===== config.mk =====
export PLATFORM = sky130hd
export DESIGN_NAME = nes_input_events_flat
export DESIGN_NICKNAME = d
export VERILOG_FILES = /design/src/rtl/nes_input_events_pkg.sv /design/src/rtl/nes_input_events_if.sv /design/src/rtl/nes_input_events_fifo.sv /design/src/rtl/nes_input_events.sv /design/src/flat_wrapper.sv
export SDC_FILE = /design/constraint.sdc
export NUM_CORES = 1
export LEC_CHECK = 0
export ABC_AREA = 1
export BUFFER_PORTS_ARGS = -buffer_cell sky130_fd_sc_hd__buf_2
export CAP_MARGIN = 20
export CORE_MARGIN = 4
export CORE_UTILIZATION = 41
export CTS_CLUSTER_DIAMETER = 200
export DETAILED_ROUTE_END_ITERATION = 8
export SLEW_MARGIN = 0
export SYNTH_ARGS = -nofsm -noshare
export SYNTH_HDL_FRONTEND = slang
export SYNTH_HIERARCHICAL = 1
export SYNTH_SLANG_ARGS = --single-unit

===== constraint.sdc =====
create_clock -name clk_900KHz -period 5.7 [get_ports clk_900KHz]
set_input_delay 0.285 -clock clk_900KHz [delete_from_list [all_inputs] [get_ports clk_900KHz]]
set_output_delay 0.285 -clock clk_900KHz [all_outputs]
set_load 0.005 [all_outputs]

===== src/rtl/nes_input_events_pkg.sv =====
// Shared types for the NES input event block: button indices, event kinds
// and the packed event record carried through the queue.
package nes_pkg;

    localparam int NUM_BUTTONS = 8;

    localparam logic [2:0] BTN_A      = 3'd0;
    localparam logic [2:0] BTN_B      = 3'd1;
    localparam logic [2:0] BTN_SELECT = 3'd2;
    localparam logic [2:0] BTN_START  = 3'd3;
    localparam logic [2:0] BTN_UP     = 3'd4;
    localparam logic [2:0] BTN_DOWN   = 3'd5;
    localparam logic [2:0] BTN_LEFT   = 3'd6;
    localparam logic [2:0] BTN_RIGHT  = 3'd7;

    // Buttons at or above this index are d-pad directions and auto-repeat.
    localparam int FIRST_DIR_BTN = 4;

    typedef enum logic [1:0] {
        KIND_PRESS   = 2'b00,
        KIND_RELEASE = 2'b01,
        KIND_REPEAT  = 2'b10
    } evt_kind_t;

    typedef struct packed {
        logic [2:0] button;
        evt_kind_t  kind;
    } nes_evt_t;

endpackage


===== src/rtl/nes_input_events_if.sv =====
// Valid/ready event stream from the input block to its consumer.
interface nes_evt_if;
    import nes_pkg::*;

    logic       evt_valid;
    logic       evt_ready;
    logic [2:0] evt_button;
    evt_kind_t  evt_kind;

    modport master (output evt_valid, output evt_button, output evt_kind, input evt_ready);
    modport slave  (input evt_valid, input evt_button, input evt_kind, output evt_ready);

endinterface


===== src/rtl/nes_input_events_fifo.sv =====
// First-word-fall-through event queue; DEPTH must be a power of two, at least 2.
// Pointers carry an extra wrap bit so full and empty are distinguishable.
module nes_event_fifo
    import nes_pkg::*;
#(
    parameter int DEPTH = 4
) (
    input  logic     clk,
    input  logic     reset,
    input  logic     push,
    input  nes_evt_t push_data,
    input  logic     pop,
    output logic     full,
    output logic     empty,
    output nes_evt_t head
);
    localparam int AW = $clog2(DEPTH);
    localparam logic [AW:0] PTR_ONE = 1;

    nes_evt_t    mem [DEPTH];
    logic [AW:0] wr_ptr;
    logic [AW:0] rd_ptr;
    logic        do_push;
    logic        do_pop;

    assign empty   = (wr_ptr == rd_ptr);
    assign full    = (wr_ptr[AW] != rd_ptr[AW]) && (wr_ptr[AW-1:0] == rd_ptr[AW-1:0]);
    assign do_pop  = pop && !empty;
    // A pop on the same edge frees the slot, so a full queue can still accept.
    assign do_push = push && (!full || do_pop);

    always_ff @(posedge clk) begin
        if (reset) begin
            wr_ptr <= '0;
            rd_ptr <= '0;
        end else begin
            if (do_push) wr_ptr <= wr_ptr + PTR_ONE;
            if (do_pop)  rd_ptr <= rd_ptr + PTR_ONE;
        end
    end

    always_ff @(posedge clk) begin
        if (do_push) mem[wr_ptr[AW-1:0]] <= push_data;
    end

    assign head = empty ? nes_evt_t'('0) : mem[rd_ptr[AW-1:0]];

endmodule


===== src/rtl/nes_input_events.sv =====
// NES controller front end: synchronise and debounce eight buttons, derive
// press/release/auto-repeat events, arbitrate them into an event queue.
module nes_input_events
    import nes_pkg::*;
#(
    parameter int DEBOUNCE_CYCLES = 4,
    parameter int REPEAT_DELAY    = 20,
    parameter int REPEAT_PERIOD   = 8,
    parameter int FIFO_DEPTH      = 4
) (
    input  logic       clk_900KHz,
    input  logic       reset,
    input  logic [7:0] btn_in,
    nes_evt_if.master  evt,
    output logic       overflow
);
    localparam int DB_W   = $clog2(DEBOUNCE_CYCLES + 1);
    localparam int HOLD_W = $clog2(REPEAT_DELAY + 1);

    localparam logic [DB_W-1:0]   DB_LAST     = DB_W'(DEBOUNCE_CYCLES - 1);
    localparam logic [DB_W-1:0]   DB_ONE      = 1;
    localparam logic [HOLD_W-1:0] HOLD_LAST   = HOLD_W'(REPEAT_DELAY - 1);
    localparam logic [HOLD_W-1:0] HOLD_RELOAD = HOLD_W'(REPEAT_DELAY - REPEAT_PERIOD);
    localparam logic [HOLD_W-1:0] HOLD_ONE    = 1;

    logic [7:0]        sync1;
    logic [7:0]        sync2;
    logic [7:0]        level;
    logic [DB_W-1:0]   db_cnt   [NUM_BUTTONS];
    logic [HOLD_W-1:0] hold_cnt [NUM_BUTTONS];

    logic [7:0] flip;
    logic [7:0] rise;
    logic [7:0] fall;
    logic [7:0] rep_fire;

    logic [7:0] press_pend;
    logic [7:0] rel_pend;
    logic [7:0] rep_pend;
    logic [7:0] clr_press;
    logic [7:0] clr_rel;
    logic [7:0] clr_rep;

    logic       sel_valid;
    logic [2:0] sel_idx;
    evt_kind_t  sel_kind;
    nes_evt_t   sel_evt;
    nes_evt_t   head;
    logic       fifo_push;
    logic       fifo_pop;
    logic       fifo_full;
    logic       fifo_empty;
    logic       ovf_event;

    always_ff @(posedge clk_900KHz) begin
        if (reset) begin
            sync1 <= '0;
            sync2 <= '0;
        end else begin
            sync1 <= btn_in;
            sync2 <= sync1;
        end
    end

    always_comb begin
        flip     = '0;
        rise     = '0;
        fall     = '0;
        rep_fire = '0;
        for (int i = 0; i < NUM_BUTTONS; i++) begin
            flip[i] = (sync2[i] != level[i]) && (db_cnt[i] == DB_LAST);
            rise[i] = flip[i] && sync2[i];
            fall[i] = flip[i] && !sync2[i];
            // A flip edge always wins over a repeat on the same edge.
            if (i >= FIRST_DIR_BTN)
                rep_fire[i] = level[i] && !flip[i] && (hold_cnt[i] == HOLD_LAST);
        end
    end

    always_ff @(posedge clk_900KHz) begin
        for (int i = 0; i < NUM_BUTTONS; i++) begin
            if (reset) begin
                db_cnt[i] <= '0;
                level[i]  <= 1'b0;
            end else if (sync2[i] == level[i]) begin
                db_cnt[i] <= '0;
            end else if (flip[i]) begin
                db_cnt[i] <= '0;
                level[i]  <= sync2[i];
            end else begin
                db_cnt[i] <= db_cnt[i] + DB_ONE;
            end
        end
    end

    always_ff @(posedge clk_900KHz) begin
        for (int i = 0; i < NUM_BUTTONS; i++) begin
            if (reset || (i < FIRST_DIR_BTN) || flip[i])
                hold_cnt[i] <= '0;
            else if (rep_fire[i])
                hold_cnt[i] <= HOLD_RELOAD;
            else if (level[i])
                hold_cnt[i] <= hold_cnt[i] + HOLD_ONE;
        end
    end

    // Lowest index wins: scan downwards so the last hit is the lowest.
    always_comb begin
        sel_valid = 1'b0;
        sel_idx   = '0;
        sel_kind  = KIND_PRESS;
        for (int i = NUM_BUTTONS - 1; i >= 0; i--) begin
            if (press_pend[i] || rel_pend[i] || rep_pend[i]) begin
                sel_valid = 1'b1;
                sel_idx   = 3'(i);
                if (press_pend[i])     sel_kind = KIND_PRESS;
                else if (rel_pend[i])  sel_kind = KIND_RELEASE;
                else                   sel_kind = KIND_REPEAT;
            end
        end
    end

    assign fifo_pop  = evt.evt_ready && !fifo_empty;
    assign fifo_push = sel_valid && (!fifo_full || fifo_pop);

    always_comb begin
        clr_press = '0;
        clr_rel   = '0;
        clr_rep   = '0;
        if (fifo_push) begin
            case (sel_kind)
                KIND_PRESS:   clr_press[sel_idx] = 1'b1;
                KIND_RELEASE: clr_rel[sel_idx]   = 1'b1;
                default:      clr_rep[sel_idx]   = 1'b1;
            endcase
        end
    end

    // A new pending bit landing on one that is still set (and not being
    // serviced this edge) merges two events into one.
    assign ovf_event = |(press_pend & ~clr_press & rise)
                     | |(rel_pend   & ~clr_rel   & fall)
                     | |(rep_pend   & ~clr_rep   & rep_fire);

    always_ff @(posedge clk_900KHz) begin
        if (reset) begin
            press_pend <= '0;
            rel_pend   <= '0;
            rep_pend   <= '0;
            overflow   <= 1'b0;
        end else begin
            press_pend <= (press_pend & ~clr_press) | rise;
            rel_pend   <= (rel_pend & ~clr_rel) | fall;
            rep_pend   <= (rep_pend & ~clr_rep & ~fall) | rep_fire;
            if (ovf_event) overflow <= 1'b1;
        end
    end

    assign sel_evt.button = sel_idx;
    assign sel_evt.kind   = sel_kind;

    nes_event_fifo #(
        .DEPTH (FIFO_DEPTH)
    ) u_fifo (
        .clk       (clk_900KHz),
        .reset     (reset),
        .push      (fifo_push),
        .push_data (sel_evt),
        .pop       (fifo_pop),
        .full      (fifo_full),
        .empty     (fifo_empty),
        .head      (head)
    );

    assign evt.evt_valid  = !fifo_empty;
    assign evt.evt_button = head.button;
    assign evt.evt_kind   = head.kind;

endmodule


===== src/flat_wrapper.sv =====
// flat-port wrapper written by rule: the top's interface ports become plain ports
module nes_input_events_flat import nes_pkg::*;
#(
    parameter int DEBOUNCE_CYCLES = 4,
    parameter int REPEAT_DELAY    = 20,
    parameter int REPEAT_PERIOD   = 8,
    parameter int FIFO_DEPTH      = 4
)
  (clk_900KHz, reset, btn_in, overflow, evt_evt_valid, evt_evt_button, evt_evt_kind, evt_evt_ready);
  nes_evt_if evt_i ();
  input  logic clk_900KHz;
  input  logic reset;
  input  logic [7:0] btn_in;
  output logic overflow;
  output wire logic [$bits(evt_i.evt_valid)-1:0] evt_evt_valid;
  output wire logic [$bits(evt_i.evt_button)-1:0] evt_evt_button;
  output wire logic [$bits(evt_i.evt_kind)-1:0] evt_evt_kind;
  input wire logic [$bits(evt_i.evt_ready)-1:0] evt_evt_ready;
  assign evt_evt_valid = evt_i.evt_valid;
  assign evt_evt_button = evt_i.evt_button;
  assign evt_evt_kind = evt_i.evt_kind;
  assign evt_i.evt_ready = evt_evt_ready;
  nes_input_events #(.DEBOUNCE_CYCLES(DEBOUNCE_CYCLES), .REPEAT_DELAY(REPEAT_DELAY), .REPEAT_PERIOD(REPEAT_PERIOD), .FIFO_DEPTH(FIFO_DEPTH)) u_core (.clk_900KHz(clk_900KHz), .reset(reset), .btn_in(btn_in), .evt(evt_i), .overflow(overflow));
endmodule

# Word level (Yosys, flattened, before mapping)
# Memory sizes are Yosys's and may differ from the RTL's. A register that Yosys moved wholly into a read port is not among the register bits.
# Index checks and enable logic that the tools add are counted.
word_totals:
  ramBits: 84
  mem_count: 3
  word_cells: 421
  register_bits: 55
  input_bits: 11
mem_list:
  columns: ["name", "depth", "width", "rd", "rd_clocked_by_memory_dff", "write_ports", "line_no", "source"]
  rows:
  - ["u_core.hold_cnt", 8, 5, 4, 0, 8, "nes_input_events.sv:30", "logic [HOLD_W-1:0] hold_cnt [NUM_BUTTONS];"]
  - ["u_core.db_cnt", 8, 3, 8, 0, 8, "nes_input_events.sv:29", "logic [DB_W-1:0] db_cnt [NUM_BUTTONS];"]
  - ["u_core.u_fifo.mem", 4, 5, 1, 1, 1, "nes_input_events_fifo.sv:20", "nes_evt_t mem [DEPTH];"]
classes:
  bitwise: 56
  eq_ne: 32
  mux: 211
  n_addsub: 14
  magnitude_cmp: 2
  n_reduce_logical: 87
ops:
  columns: ["cell", "n"]
  rows:
  - ["$mux 1", 137]
  - ["$mux 3", 32]
  - ["$and 8x8->8", 7]
  - ["$mux 2", 26]
  - ["$mux 8", 6]
  - ["$mux 5", 9]
  - ["$logic_and 1x1->1", 38]
  - ["$or 1x1->1", 34]
  - ["$not 8->8", 4]
  - ["$add 3x1->3 const B", 10]
  - ["$eq 3x2->1 const B", 8]
  - ["$or 8x8->8", 3]
  - ["$reduce_or 8->1", 3]
  - ["$logic_or 1x1->1", 22]
  - ["$add 5x1->5 const B", 4]
  - ["$eq 5x5->1 const B", 4]
  - ["$reduce_and 2->1", 8]
  - ["$logic_not 1->1", 14]
  - ["$ne 1x1->1", 9]
  - ["$eq 1x1->1", 8]
  - ["$not 1->1", 8]
  - ["$lt 3x4->1 const B", 1]
  - ["$demux 1 s3", 1]
  - ["$eq 3x3->1", 1]
  - ["5 further kinds", 5]

# Depth between registers and ports, before layout
logic_depth:
  ltp_word: 22
  mapped_depth: 22

# Cells and area by module
# The synthesis kept the hierarchy.
by_module_without_submodules:
  columns: ["module", "n_inst", "area_each_um2", "cells_per_inst"]
  rows:
  - ["nes_input_events", 1, 4674.5, 559]
  - ["nes_event_fifo", 1, 1268.7, 124]

# Worst setup path after synthesis
# OpenSTA, ideal clock, no wires.
synth_path:
  path_kind: "register -> register"
  start: "register u_core.u_fifo.wr_ptr[1]"
  end: "register u_core.overflow"
  slack_ns: 3.318
  stages_incl_launch_ff: 19
  n_path_buf: 0
  arrival_ns: 2.254
  required_time_ns: 5.572
  cell_sequence: "dfxtp_1 inv_1 nand2_1 nand2_1 nand3_4 inv_1 o21ai_0 a21boi_4 nand3_2 nor2_4 nand3_1 nand3_1 nand2_1 inv_1 nand2_1 nor2_1 nand2_1 nor2_1 nor2_1"
synth_via:
  elab_chain_len: 12
  elab_cells_between_ends: 25
synth_lines:
  columns: ["item", "line_no", "source"]
  rows:
  - ["from (decl)", "nes_input_events_fifo.sv:21", "logic [AW:0] wr_ptr;"]
  - ["from (signal assigned)", "nes_input_events_fifo.sv:37", "if (do_push) wr_ptr <= wr_ptr + PTR_ONE;"]
  - ["$eq 3x3->1 *", "nes_input_events_fifo.sv:26", "assign empty = (wr_ptr == rd_ptr);"]
  - ["named net u_core.fifo_empty", "nes_input_events.sv:52", "logic fifo_empty;"]
  - ["$logic_not 1->1 *", "nes_input_events.sv:123", "assign fifo_pop = evt.evt_ready && !fifo_empty;"]
  - ["$logic_and 1x1->1 *", "nes_input_events.sv:123", null]
  - ["$logic_or 1x1->1 *", "nes_input_events.sv:124", "assign fifo_push = sel_valid && (!fifo_full || fifo_pop);"]
  - ["$logic_and 1x1->1 *", "nes_input_events.sv:124", null]
  - ["named net u_core.fifo_push", "nes_input_events.sv:49", "logic fifo_push;"]
  - ["$mux 8", "nes_input_events.sv:130", "if (fifo_push) begin"]
  - ["$not 8->8, on equally long branches", "nes_input_events.sv:141, nes_input_events.sv:142", null]
  - ["$and 8x8->8, on equally long branches (2 in series)", "nes_input_events.sv:141, nes_input_events.sv:142", null]
  - ["$reduce_or 8->1, on equally long branches", "nes_input_events.sv:141, nes_input_events.sv:142", null]
  - ["$or 1x1->1", "nes_input_events.sv:142", "| |(rel_pend & ~clr_rel & fall)"]
  - ["$or 1x1->1 *", "nes_input_events.sv:143", "| |(rep_pend & ~clr_rep & rep_fire);"]
  - ["to (signal assigned)", "nes_input_events.sv:150", "overflow <= 1'b0;"]
  - ["to (signal assigned)", "nes_input_events.sv:155", "if (ovf_event) overflow <= 1'b1;"]
  - ["to (decl)", "nes_input_events.sv:15", "output logic overflow"]
# The timed path passes the listed nets; every way through them passes the cells marked *.
# A chain may end at the register's enable or synchronous reset.

# Final worst setup path
# Same ends and word-level chain as after synthesis.

==> metrics.yaml <==
post_dp_cell_area_um2: 6312
drt-total-wl_mm: 11.59
synth_area_um2: 5943
drt_iter0_drc: 288
grt_max_degree: 59
async_flop_share_pct: 0
fin_crit_ns: 2.899
rsz0062_at_grt: "no"
core-area_um2: 14040
arrival_ns: 3.18
cp_slowest_cell: "o21ai_0"
finClkSkew_ns: 0.008337
vias: 4451
drc: 0
num_rows: 43
io_buffers: 17
syn_inst: 683
htreeDepth: 4
yosys.area.top_type_share_pct: 32.34
synth-seq-cells: 121
start_util_pct: 42.32
status: "finished, final reports clean"
hpwl_mm: 8.351
max_freq_ghz: 0.3449
die_w_um: 128.4
critPathLaunchType: "flop"
power.density_nw_per_um2: 303.8
grt_pass1_vias: 4298
setup-tns-final_ns: 0
layout.nets: 770
final_cells: 927
final_util_pct: 49.02
drv_slew: 0
root_buffer: "clkbuf_16"
cts.clk_slew.worst_paths_ns: 0.06
crit_family: "simple AND/OR/NAND/NOR gates"
cts_resized: 0
synth.area.top_cells: "edfxtp_1 (32%), dfxtp_1 (19%), nor2_1 (7.4%)"
post_cts_buffers: 0
path_buf_inv: 3
dp.cells: 895
worstMarginPinSlew_ns: 0.6972
period_share_pct: 50.87
timing.final.ws_setup_ns: 2.801
critPathMaxFanout: 8
grt_pass1_wl_mm: 19.82
finalHoldViolCount: 0
postCtsHoldBufs: 0
drv_cap: 0
layout_common_cells: "nor2_1 (117), inv_1 (108), nand2_1 (94), nand3_1 (69), edfxtp_1 (64)"
crit_chain: "inv_1 -> nand2_1 -> nand2_1 -> nand3_4 -> inv_1 -> o21ai_0 -> a21boi_4 -> nand3_2 -> nor2_4 -> nand3_1 -> nand3_1 -> nand2_1 -> inv_1 -> nand2_1 -> nor2_1 -> nand2_1 -> nor2_1 -> nor2_1"
n_antenna_cell: 0
top_level_ports: 18
synth_largest_area_cell: "edfxtp_1"
overflow: 0
syn_avg_cell_area_um2: 8.702
cts_buffer_depth: 2
setup_violations: 0
wire_per_inst_um: 12.50
final_common_cell: "nor2_1"
synth-seq-area-share_pct: 51.54
hold_path_class: "in2reg"
place_ws_ns: 2.849
globalplace.congestion: 0.8973
dr.pass1.iters: 7
antenna_found_initial: 0
post-route-cell-area_um2: 6883
max_slew_margin_pct: 53.23
numCtsBuffers: 17
antenna_left: 0
clock_latency_ns: 0.42
yosys_warnings: 6
p_leak_nw: 3.084
drive_gt1_share_pct: 11.11
cp_common_cell: "nand2_1"
synth-main-ff-cell: "edfxtp_1"
peakVddDrop_mv: 0.1754
area_growth_pct: 15.81
ys_types: 48
dieArea_um2: 16490
clkSinkCount: 121
crit_type: "reg2reg"
critPathRequiredTime_ns: 5.98
vias_per_cell: 4.802
track_usage_pct: 15.23
endpoint_kind: "flop"
synth-edff-count: 64
slowest_delay_ns: 0.45
cts_tree: "built"
die_h_um: 128.4
==> cells by family (layout without fill, tap and decap cells) <==
family          after synthesis  in the layout  share of synthesized area, %
simple gates                323            323                         25.05
buf+inv                     130            171                         8.274
flops                       121            121                         51.54
compound gates               60             60                         6.295
fa+ha+maj                    25             25                         5.263
xor+xnor                     23             23                         3.516
other cells                   1             24                       0.06310
==> report_power, final <==
group | switching [mW] | internal [mW] | leakage (nW) | total (mW)
registers | 0.0152 | 0.944 | 1.10 | 0.959
clock network | 0.364 | 0.654 | 0.285 | 1.02
logic | 0.0755 | 0.0384 | 1.70 | 0.114
==> metal layers <==
metal	track usage, %	part of all wire [%]
met2	25.38	49
met5	0	0
met3	3.902	5.0
met4	7.116	1.5
met1	18.48	44
==> cell usage after synthesis (3+ instances only) <==
master and n:
nor2_1 117, nand2_1 94, clkinv_1 4, inv_2 8
nand3_1 69, nor3_1 7, xor2_1 16, a211oi_1 3
nand3_2 3, xnor2_1 6, nand2_2 6, nor2_4 6
dfxtp_1 57, nand3b_1 4, edfxtp_1 64, o32ai_1 5
and3_1 3, o21ai_0 9, ha_1 25, clkbuf_1 7
a21oi_1 30, inv_1 108
==> state kept, by name, indices dropped and copies added (netlist names), named ones only <==
name / count
u_core/press_pend: 8
u_core/sync1: 8
u_core/overflow: 1
u_core/rel_pend: 8
u_core/hold_cnt: 20
u_core/level: 8
u_core/u_fifo/wr_ptr: 3
u_core/u_fifo/mem: 20
u_core/u_fifo/rd_ptr: 3
u_core/sync2: 8
u_core/db_cnt: 24
u_core/rep_pend: 8
==> final cells by class <==
| class | instances | area [um2] |
|---|---|---|
| Clock inverter | 8 | 67.56 |
| Inverter | 121 | 456.7 |
| Fill cell | 1322 | 7159 |
| Timing Repair Buffer | 18 | 92.59 |
| Sequential cell | 121 | 3063 |
| Clock buffer | 24 | 503.0 |
| Multi-Input combinational cell | 455 | 2475 |
| Tap cell | 180 | 225.2 |
==> final timing paths <==
path / startpoint / cells after the start / to / slack, ns
worst max-delay path: u_core/u_fifo/wr_ptr[1] / 18 / u_core/overflow / 2.80
worst max register to register: u_core/u_fifo/wr_ptr[1] / 18 / u_core/overflow / 2.80
worst min-delay path: btn_in[5] / 3 / u_core/sync1[5] / 0.07
worst min register to register: u_core/sync1[2] / 2 / u_core/sync2[2] / 0.40
==> tightest hold or removal path, stage by stage <==
cell and delay (ns):
buf_2 0.07, inv_1 0.03, nor2_1 0.06
==> per-stage QoR <==
stage                     hold slack [ns]  total power [mW]
after CTS                         0.04578             2.118
after global placement             0.3925             1.087
final                             0.06656             2.091
after global routing              0.06175             2.176
after detailed placement           0.3928             1.091
after floorplan                    0.3541             1.057
(Power assumes the default switching activity.)
